===== config.mk =====
export PLATFORM = sky130hd
export DESIGN_NAME = sr_drive_ctrl
export DESIGN_NICKNAME = d
export VERILOG_FILES = /design/src/rtl/sr_drive_ctrl.sv
export SDC_FILE = /design/constraint.sdc
export NUM_CORES = 1
export LEC_CHECK = 0
export CORE_MARGIN = 2
export CORE_UTILIZATION = 55
export CTS_BUF_LIST = sky130_fd_sc_hd__clkbuf_2 sky130_fd_sc_hd__clkbuf_4 sky130_fd_sc_hd__clkbuf_8
export DETAILED_ROUTE_END_ITERATION = 12
export GPL_ROUTABILITY_DRIVEN = 0
export PLACE_DENSITY_LB_ADDON = 0.05
export SYNTH_ARGS = -nofsm -noshare
export SYNTH_HDL_FRONTEND = slang
export SYNTH_SLANG_ARGS = --single-unit

===== constraint.sdc =====
create_clock -name clk -period 2.55 [get_ports clk]
set_input_delay 0.3825 -clock clk [delete_from_list [all_inputs] [get_ports clk]]
set_output_delay 0.3825 -clock clk [all_outputs]
set_load 0.02 [all_outputs]

===== src/rtl/sr_drive_ctrl.sv =====
`timescale 1ns/1ps
// ---------------------------------------------------------------------------
// sr_drive_ctrl
//
// Command front-end for a downstream SR flip-flop. Raw set/clear requests are
// synchronised, debounced and edge-detected. A small FSM then turns each
// accepted event into a registered s or r pulse. It checks the flip-flop's q
// feedback once the pulse has finished and keeps sticky status flags.
// s and r are derived from a single latched direction bit, so they can never
// be high together.
//
// Ports
//   clk       in   rising-edge clock
//   rst       in   synchronous, active-high reset
//   set_in    in   raw set request (asynchronous level, may bounce)
//   clr_in    in   raw clear request (asynchronous level, may bounce)
//   q_fb      in   q output of the downstream SR flip-flop
//   flag_clr  in   single-cycle pulse clearing conflict, fb_err and drop_cnt
//   s         out  registered set drive
//   r         out  registered reset drive
//   busy      out  high while the FSM is not idle
//   conflict  out  sticky: set and clear events arrived in the same cycle
//   fb_err    out  sticky: q_fb disagreed with the commanded value
//   drop_cnt  out  saturating count of discarded events
// ---------------------------------------------------------------------------
module sr_drive_ctrl #(
    parameter int SYNC_STAGES    = 2,
    parameter int DB_CYCLES      = 4,
    parameter int PULSE_CYCLES   = 1,
    parameter int HOLDOFF_CYCLES = 2,
    parameter int CLR_PRIORITY   = 1,
    parameter int CNT_W          = 8
) (
    input  logic             clk,
    input  logic             rst,
    input  logic             set_in,
    input  logic             clr_in,
    input  logic             q_fb,
    input  logic             flag_clr,
    output logic             s,
    output logic             r,
    output logic             busy,
    output logic             conflict,
    output logic             fb_err,
    output logic [CNT_W-1:0] drop_cnt
);

    localparam int DB_W    = (DB_CYCLES > 1) ? $clog2(DB_CYCLES + 1) : 1;
    localparam int TMR_W   = $clog2(PULSE_CYCLES + HOLDOFF_CYCLES + 1);
    localparam int HO_LAST = (HOLDOFF_CYCLES > 0) ? HOLDOFF_CYCLES - 1 : 0;

    // Channel 0 carries set, channel 1 carries clear.
    logic [1:0] raw_in;
    logic [1:0] evt;

    assign raw_in = {clr_in, set_in};

    // ---------------- per-channel synchroniser / debouncer / edge detect ----
    genvar gi;
    generate
        for (gi = 0; gi < 2; gi++) begin : g_chan
            logic [SYNC_STAGES-1:0] sync_q, sync_d;
            logic [DB_W-1:0]        db_cnt_q, db_cnt_d;
            logic                   deb_q, deb_d;
            logic                   deb_dly_q, deb_dly_d;

            always_comb begin
                sync_d    = {sync_q[SYNC_STAGES-2:0], raw_in[gi]};
                db_cnt_d  = '0;
                deb_d     = deb_q;
                deb_dly_d = deb_q;
                // The counter only survives an unbroken run of cycles that
                // disagree with the accepted level. Any agreeing cycle restarts it.
                if (sync_q[SYNC_STAGES-1] != deb_q) begin
                    if (db_cnt_q == DB_W'(DB_CYCLES - 1)) begin
                        deb_d    = ~deb_q;
                        db_cnt_d = '0;
                    end else begin
                        db_cnt_d = db_cnt_q + 1'b1;
                    end
                end
            end

            always_ff @(posedge clk) begin
                if (rst) begin
                    sync_q    <= '0;
                    db_cnt_q  <= '0;
                    deb_q     <= 1'b0;
                    deb_dly_q <= 1'b0;
                end else begin
                    sync_q    <= sync_d;
                    db_cnt_q  <= db_cnt_d;
                    deb_q     <= deb_d;
                    deb_dly_q <= deb_dly_d;
                end
            end

            // Rising edge of the debounced level only.
            assign evt[gi] = deb_q & ~deb_dly_q;
        end
    endgenerate

    // ---------------- command FSM -------------------------------------------
    typedef enum logic [1:0] {
        ST_IDLE,
        ST_PULSE,
        ST_CHECK,
        ST_HOLDOFF
    } state_t;

    state_t             state_q, state_d;
    logic               dir_q, dir_d;
    logic [TMR_W-1:0]   tmr_q, tmr_d;
    logic               s_q, s_d;
    logic               r_q, r_d;
    logic               conflict_q, conflict_d;
    logic               fb_err_q, fb_err_d;
    logic [CNT_W-1:0]   drop_cnt_q, drop_cnt_d;
    logic [CNT_W-1:0]   drop_base;
    logic [1:0]         drop_inc;
    logic [CNT_W:0]     drop_sum;

    always_comb begin
        state_d    = state_q;
        dir_d      = dir_q;
        tmr_d      = tmr_q;
        conflict_d = conflict_q;
        fb_err_d   = fb_err_q;
        drop_inc   = 2'd0;

        // flag_clr zeroes the flags first. A set condition later in this
        // block overrides the clear in the same cycle.
        if (flag_clr) begin
            conflict_d = 1'b0;
            fb_err_d   = 1'b0;
            drop_base  = '0;
        end else begin
            drop_base  = drop_cnt_q;
        end

        case (state_q)
            ST_IDLE: begin
                if (evt != 2'b00) begin
                    state_d = ST_PULSE;
                    tmr_d   = '0;
                    if (&evt) begin
                        conflict_d = 1'b1;
                        drop_inc   = 2'd1;
                        dir_d      = (CLR_PRIORITY == 0);
                    end else begin
                        dir_d      = evt[0];
                    end
                end
            end
            ST_PULSE: begin
                if (tmr_q == TMR_W'(PULSE_CYCLES - 1)) begin
                    state_d = ST_CHECK;
                    tmr_d   = '0;
                end else begin
                    tmr_d   = tmr_q + 1'b1;
                end
            end
            ST_CHECK: begin
                if (q_fb != dir_q) begin
                    fb_err_d = 1'b1;
                end
                state_d = (HOLDOFF_CYCLES == 0) ? ST_IDLE : ST_HOLDOFF;
                tmr_d   = '0;
            end
            ST_HOLDOFF: begin
                if (tmr_q == TMR_W'(HO_LAST)) begin
                    state_d = ST_IDLE;
                end else begin
                    tmr_d   = tmr_q + 1'b1;
                end
            end
            default: begin
                state_d = ST_IDLE;
            end
        endcase

        // While busy, every event this cycle is discarded.
        if (state_q != ST_IDLE) begin
            drop_inc = {1'b0, evt[0]} + {1'b0, evt[1]};
        end

        drop_sum = {1'b0, drop_base} + (CNT_W + 1)'(drop_inc);
        if (drop_sum[CNT_W]) begin
            drop_cnt_d = '1;
        end else begin
            drop_cnt_d = drop_sum[CNT_W-1:0];
        end

        // Outputs are registered from the next state, so a pulse starts on the
        // same edge the FSM enters PULSE. Both come from one dir bit.
        s_d = (state_d == ST_PULSE) &&  dir_d;
        r_d = (state_d == ST_PULSE) && !dir_d;
    end

    always_ff @(posedge clk) begin
        if (rst) begin
            state_q    <= ST_IDLE;
            dir_q      <= 1'b0;
            tmr_q      <= '0;
            s_q        <= 1'b0;
            r_q        <= 1'b0;
            conflict_q <= 1'b0;
            fb_err_q   <= 1'b0;
            drop_cnt_q <= '0;
        end else begin
            state_q    <= state_d;
            dir_q      <= dir_d;
            tmr_q      <= tmr_d;
            s_q        <= s_d;
            r_q        <= r_d;
            conflict_q <= conflict_d;
            fb_err_q   <= fb_err_d;
            drop_cnt_q <= drop_cnt_d;
        end
    end

    assign s        = s_q;
    assign r        = r_q;
    assign busy     = (state_q != ST_IDLE);
    assign conflict = conflict_q;
    assign fb_err   = fb_err_q;
    assign drop_cnt = drop_cnt_q;

endmodule

==> results.sh <==
export IMPL_initial_core_util=0.5863
export IMPL_fill_cells=212
export IMPL_areaGrowthSynthToFinish_pct=19.80
export IMPL_io_pins=19
export IMPL_vias=1100
export IMPL_critPathTopFamily="adder cells"
export IMPL_worstHoldStart="g_chan[0].db_cnt_q[0]"
export IMPL_hpwl_um=1916
export IMPL_critPathKind="reg -> reg"
export IMPL_r2r_start="g_chan[1].deb_dly_d"
export IMPL_grt_first_pass_wirelength_um=4588
export IMPL_grt_max_degree=19
export IMPL_placed_cells=200
export IMPL_min_to="g_chan[0].db_cnt_q[0]"
export IMPL_layout_drive_gt1_share=0.1404
export IMPL_yosysWarnings=0
export IMPL_via_per_inst=5.288
export IMPL_die_h_um=55.86
export IMPL_drt_iter0_drc=17
export IMPL_die_x_um=55.86
export IMPL_cts_made_buffers=5
export IMPL_synthAdderAreaFrac=0.1151
export IMPL_crit_path_max_fanout=4
export IMPL_critical_path_depth=11
export IMPL_path_cells="nand2b_1 -> ha_1 -> nand2_1 -> o31ai_1 -> ha_2 -> inv_1 -> fa_1 -> nor2b_2 -> buf_4 -> nor2b_1 -> a211oi_2"
export IMPL_fmax_mhz=420.0
export IMPL_synth_seq_area_share=0.4196
export IMPL_synth_seq_cells=31
export IMPL_status="complete, no violations"
export IMPL_p_per_area_nw_per_um2=451.2
export IMPL_first_pass_iters=4
export IMPL_setup_slack_ns=0.1689
export IMPL_p_leak_uw=0.0007055
export IMPL_synthMuxAreaShare=0.03046
export IMPL_min_period_ns=2.381
export IMPL_synth_top_family_by_area="simple AND/OR/NAND/NOR gates"
export IMPL_cap_violations=0
export IMPL_rrSetupSlack_ns=0.17
export IMPL_worst_slew_pin_transition_ns=0.5568
export IMPL_groute_usage_overall=0.1827
export IMPL_numPortBuffers=18
export IMPL_grt_pass1_vias=1076
export IMPL_fp_coreArea_sq_um=2522
export IMPL_synthXorXnorAreaFrac=0.02961
export IMPL_tns_ns=0
export IMPL_start_kind="register"
export IMPL_antenna_found_initial=0
export IMPL_antennaDiodeCount=0
export IMPL_cts_tree="done"
export IMPL_cts_setup_buffers=0
export IMPL_finalClockSkew_ns=0.007755
export IMPL_max_stage_delay_ns=0.42
export IMPL_totalWireLength_um=2544
export IMPL_rr_endpoint="drop_cnt[7]"
export IMPL_worstHoldPathCells=1
export IMPL_crit_slowest_cell="fa_1"
export IMPL_ir_drop_uv=403.3
export IMPL_final_area_sq_um=1772
export IMPL_netlist_area_sq_um=1479
export IMPL_critPathCaptureType="register"
export IMPL_final_cell_count_no_fill=208
export IMPL_nets=196
export IMPL_relSlewSlack=0.6277
export IMPL_reg2reg_depth=11
export IMPL_synth_compound_gate_area_share=0.09983
export IMPL_required_ns=2.80
export IMPL_syn_num_nets=171
export IMPL_drc=0
export IMPL_drtAntennaViolNets=0
export IMPL_htreeDepth=2
export IMPL_worstPathArrival_ns=2.63
export IMPL_clkTransAtPathRegs_ns=0.10
export IMPL_cts_buffer_depth=2
export IMPL_postSynthCellCount=152
export IMPL_min_path_type="reg -> reg"
export IMPL_rows=18
export IMPL_cts_sinks=31
export IMPL_slew_viol_final=0
export IMPL_critPathBufInv=2
export IMPL_dieArea_sq_um=3120
export IMPL_overflow=0
export IMPL_wire_per_inst_um=12.23
export IMPL_setup_viol=0
export IMPL_clkLatencyLatePin_ns=0.32
export IMPL_placed_cell_area_sq_um=1700
export IMPL_dp_slack_ns=0.1607
export IMPL_hold_violations=0
export IMPL_synthSimpleGateAreaFrac=0.2445
export IMPL_syn_avg_cell_area_sq_um=9.730
export IMPL_min_period_over_period=0.9338
export IMPL_synth_cell_types=43
export IMPL_cts_root_buf="clkbuf_4"
==> sequential cells by signal (all words and copies together) (netlist names), 2 cells and up <==
name / cells
g_chan.deb_dly_d: 2
g_chan.db_cnt_q: 6
g_chan.sync_q: 4
tmr_q: 2
state_q: 2
drop_cnt: 8
g_chan.deb_dly_q: 2
==> logic make-up (layout without fill, tap and decap cells) <==
group                    count (synthesis)  count (layout)
AND/OR/NAND/NOR                         58              58
flip-flops                              31              31
AO/OA/AOI/OAI                           22              22
buffers and inverters                   19              45
adder cells (fa/ha/maj)                 13              13
XOR/XNOR                                 5               5
multiplexers                             4               4
==> synth_stat cells <==
library cell | count | area, sq um
inv_2 | 1 | 3.750
a41oi_1 | 1 | 8.760
nand3b_1 | 1 | 7.510
fa_1 | 1 | 20.02
a211oi_1 | 1 | 7.510
o21ai_1 | 2 | 10.01
a31oi_1 | 1 | 6.260
o31ai_1 | 1 | 7.510
buf_1 | 1 | 3.750
nor3b_1 | 2 | 15.01
or3_4 | 1 | 11.26
and4b_1 | 2 | 20.02
o221ai_2 | 1 | 15.01
nand3_1 | 1 | 5.000
a21o_1 | 1 | 7.510
nand2_1 | 4 | 15.01
a21oi_2 | 1 | 8.760
nand2b_1 | 5 | 31.28
nor4b_2 | 1 | 15.01
or2_1 | 1 | 6.260
nor2_1 | 11 | 41.29
a211oi_2 | 1 | 12.51
a21oi_1 | 9 | 45.04
or3b_1 | 1 | 8.760
nand4b_1 | 1 | 8.760
nor4_1 | 1 | 6.260
mux2_4 | 1 | 15.01
nor3_1 | 4 | 20.02
nor2b_1 | 15 | 93.84
or3_1 | 3 | 18.77
inv_1 | 12 | 45.04
nand4_2 | 1 | 12.51
nor3_2 | 1 | 10.01
o21ai_0 | 2 | 10.01
dfxtp_1 | 31 | 620.6
buf_2 | 3 | 15.01
mux2i_1 | 3 | 30.03
buf_6 | 2 | 22.52
o2bb2ai_1 | 1 | 8.760
ha_1 | 12 | 150.1
and3_1 | 1 | 6.260
and4_1 | 1 | 8.760
xnor2_1 | 5 | 43.79
==> cells in the final DEF (no fill, tap or decap), drive strengths merged, types with 2 or more instances in the layout <==
cell type	count
nand2	4
and4b	2
nor2b	15
nor3	5
clkbuf	6
o21ai	4
xnor2	5
nor2	11
clkdlybuf4s50	18
a21oi	10
inv	13
nand2b	5
nor3b	2
ha	12
dfxtp	31
buf	6
or3	4
a211oi	2
mux2i	3
==> worst max path at each step <==
| stage | start | end | slack [ns] |
|---|---|---|---|
| final | g_chan[1].deb_dly_d | drop_cnt[7] | 0.17 |
| after detailed placement | g_chan[1].deb_dly_d | drop_cnt[5] | 0.16 |
| after global placement | flag_clr | drop_cnt[5] | 0.22 |
| after floorplan | state_q[1] | drop_cnt[5] | 0.17 |
| after global routing | g_chan[1].deb_dly_d | drop_cnt[7] | -0.01 |
| after CTS | g_chan[1].deb_dly_d | drop_cnt[5] | 0.12 |
==> report_power, final <==
part	internal [uW]	switching [uW]	total (uW)
sequential	488	1.64	489
combinational	14.8	14.0	28.8
clock	117	164	281
total	619	180	799
==> layer usage <==
metal / global-route usage / up-vias / wire (um) / share of wire
met5: 0 / - / 0 / 0
met3: 0.04419 / 2 / 98 / 0.039
met2: 0.2857 / 16 / 1247 / 0.49
li1: - / 568 / - / -
met4: 0.06803 / 0 / 15 / 0.0059
met1: 0.2456 / 514 / 1183 / 0.47
==> per-stage QoR <==
step | total power (uW) | hold slack (ns) | utilization
floorplan | 516.1 | 0.3990 | -
global placement | 528.6 | 0.4075 | 0.6741
global route | 831.8 | 0.4599 | 0.7024
detailed placement | 529.8 | 0.4204 | 0.6741
finish | 799.5 | 0.4309 | 0.7024
CTS | 810.7 | 0.4349 | 0.6969
==> repair_timing <==
action                                  CTS  global route
hold buffers                              0             0
gates resized for setup                   0             3
endpoints found under the setup margin    0             7
==> cell type report <==
type,count,area [sq um],share of cell area
well taps,30,37.54,0.02119
inverters,13,48.80,0.02754
clock buffers,6,45.04,0.02542
multi-input cells,102,782.0,0.4414
clock inverters,2,12.51,0.007062
flip-flops and latches,31,620.6,0.3503
repair buffers,24,225.2,0.1271
Power figures use the tool's default switching activity.
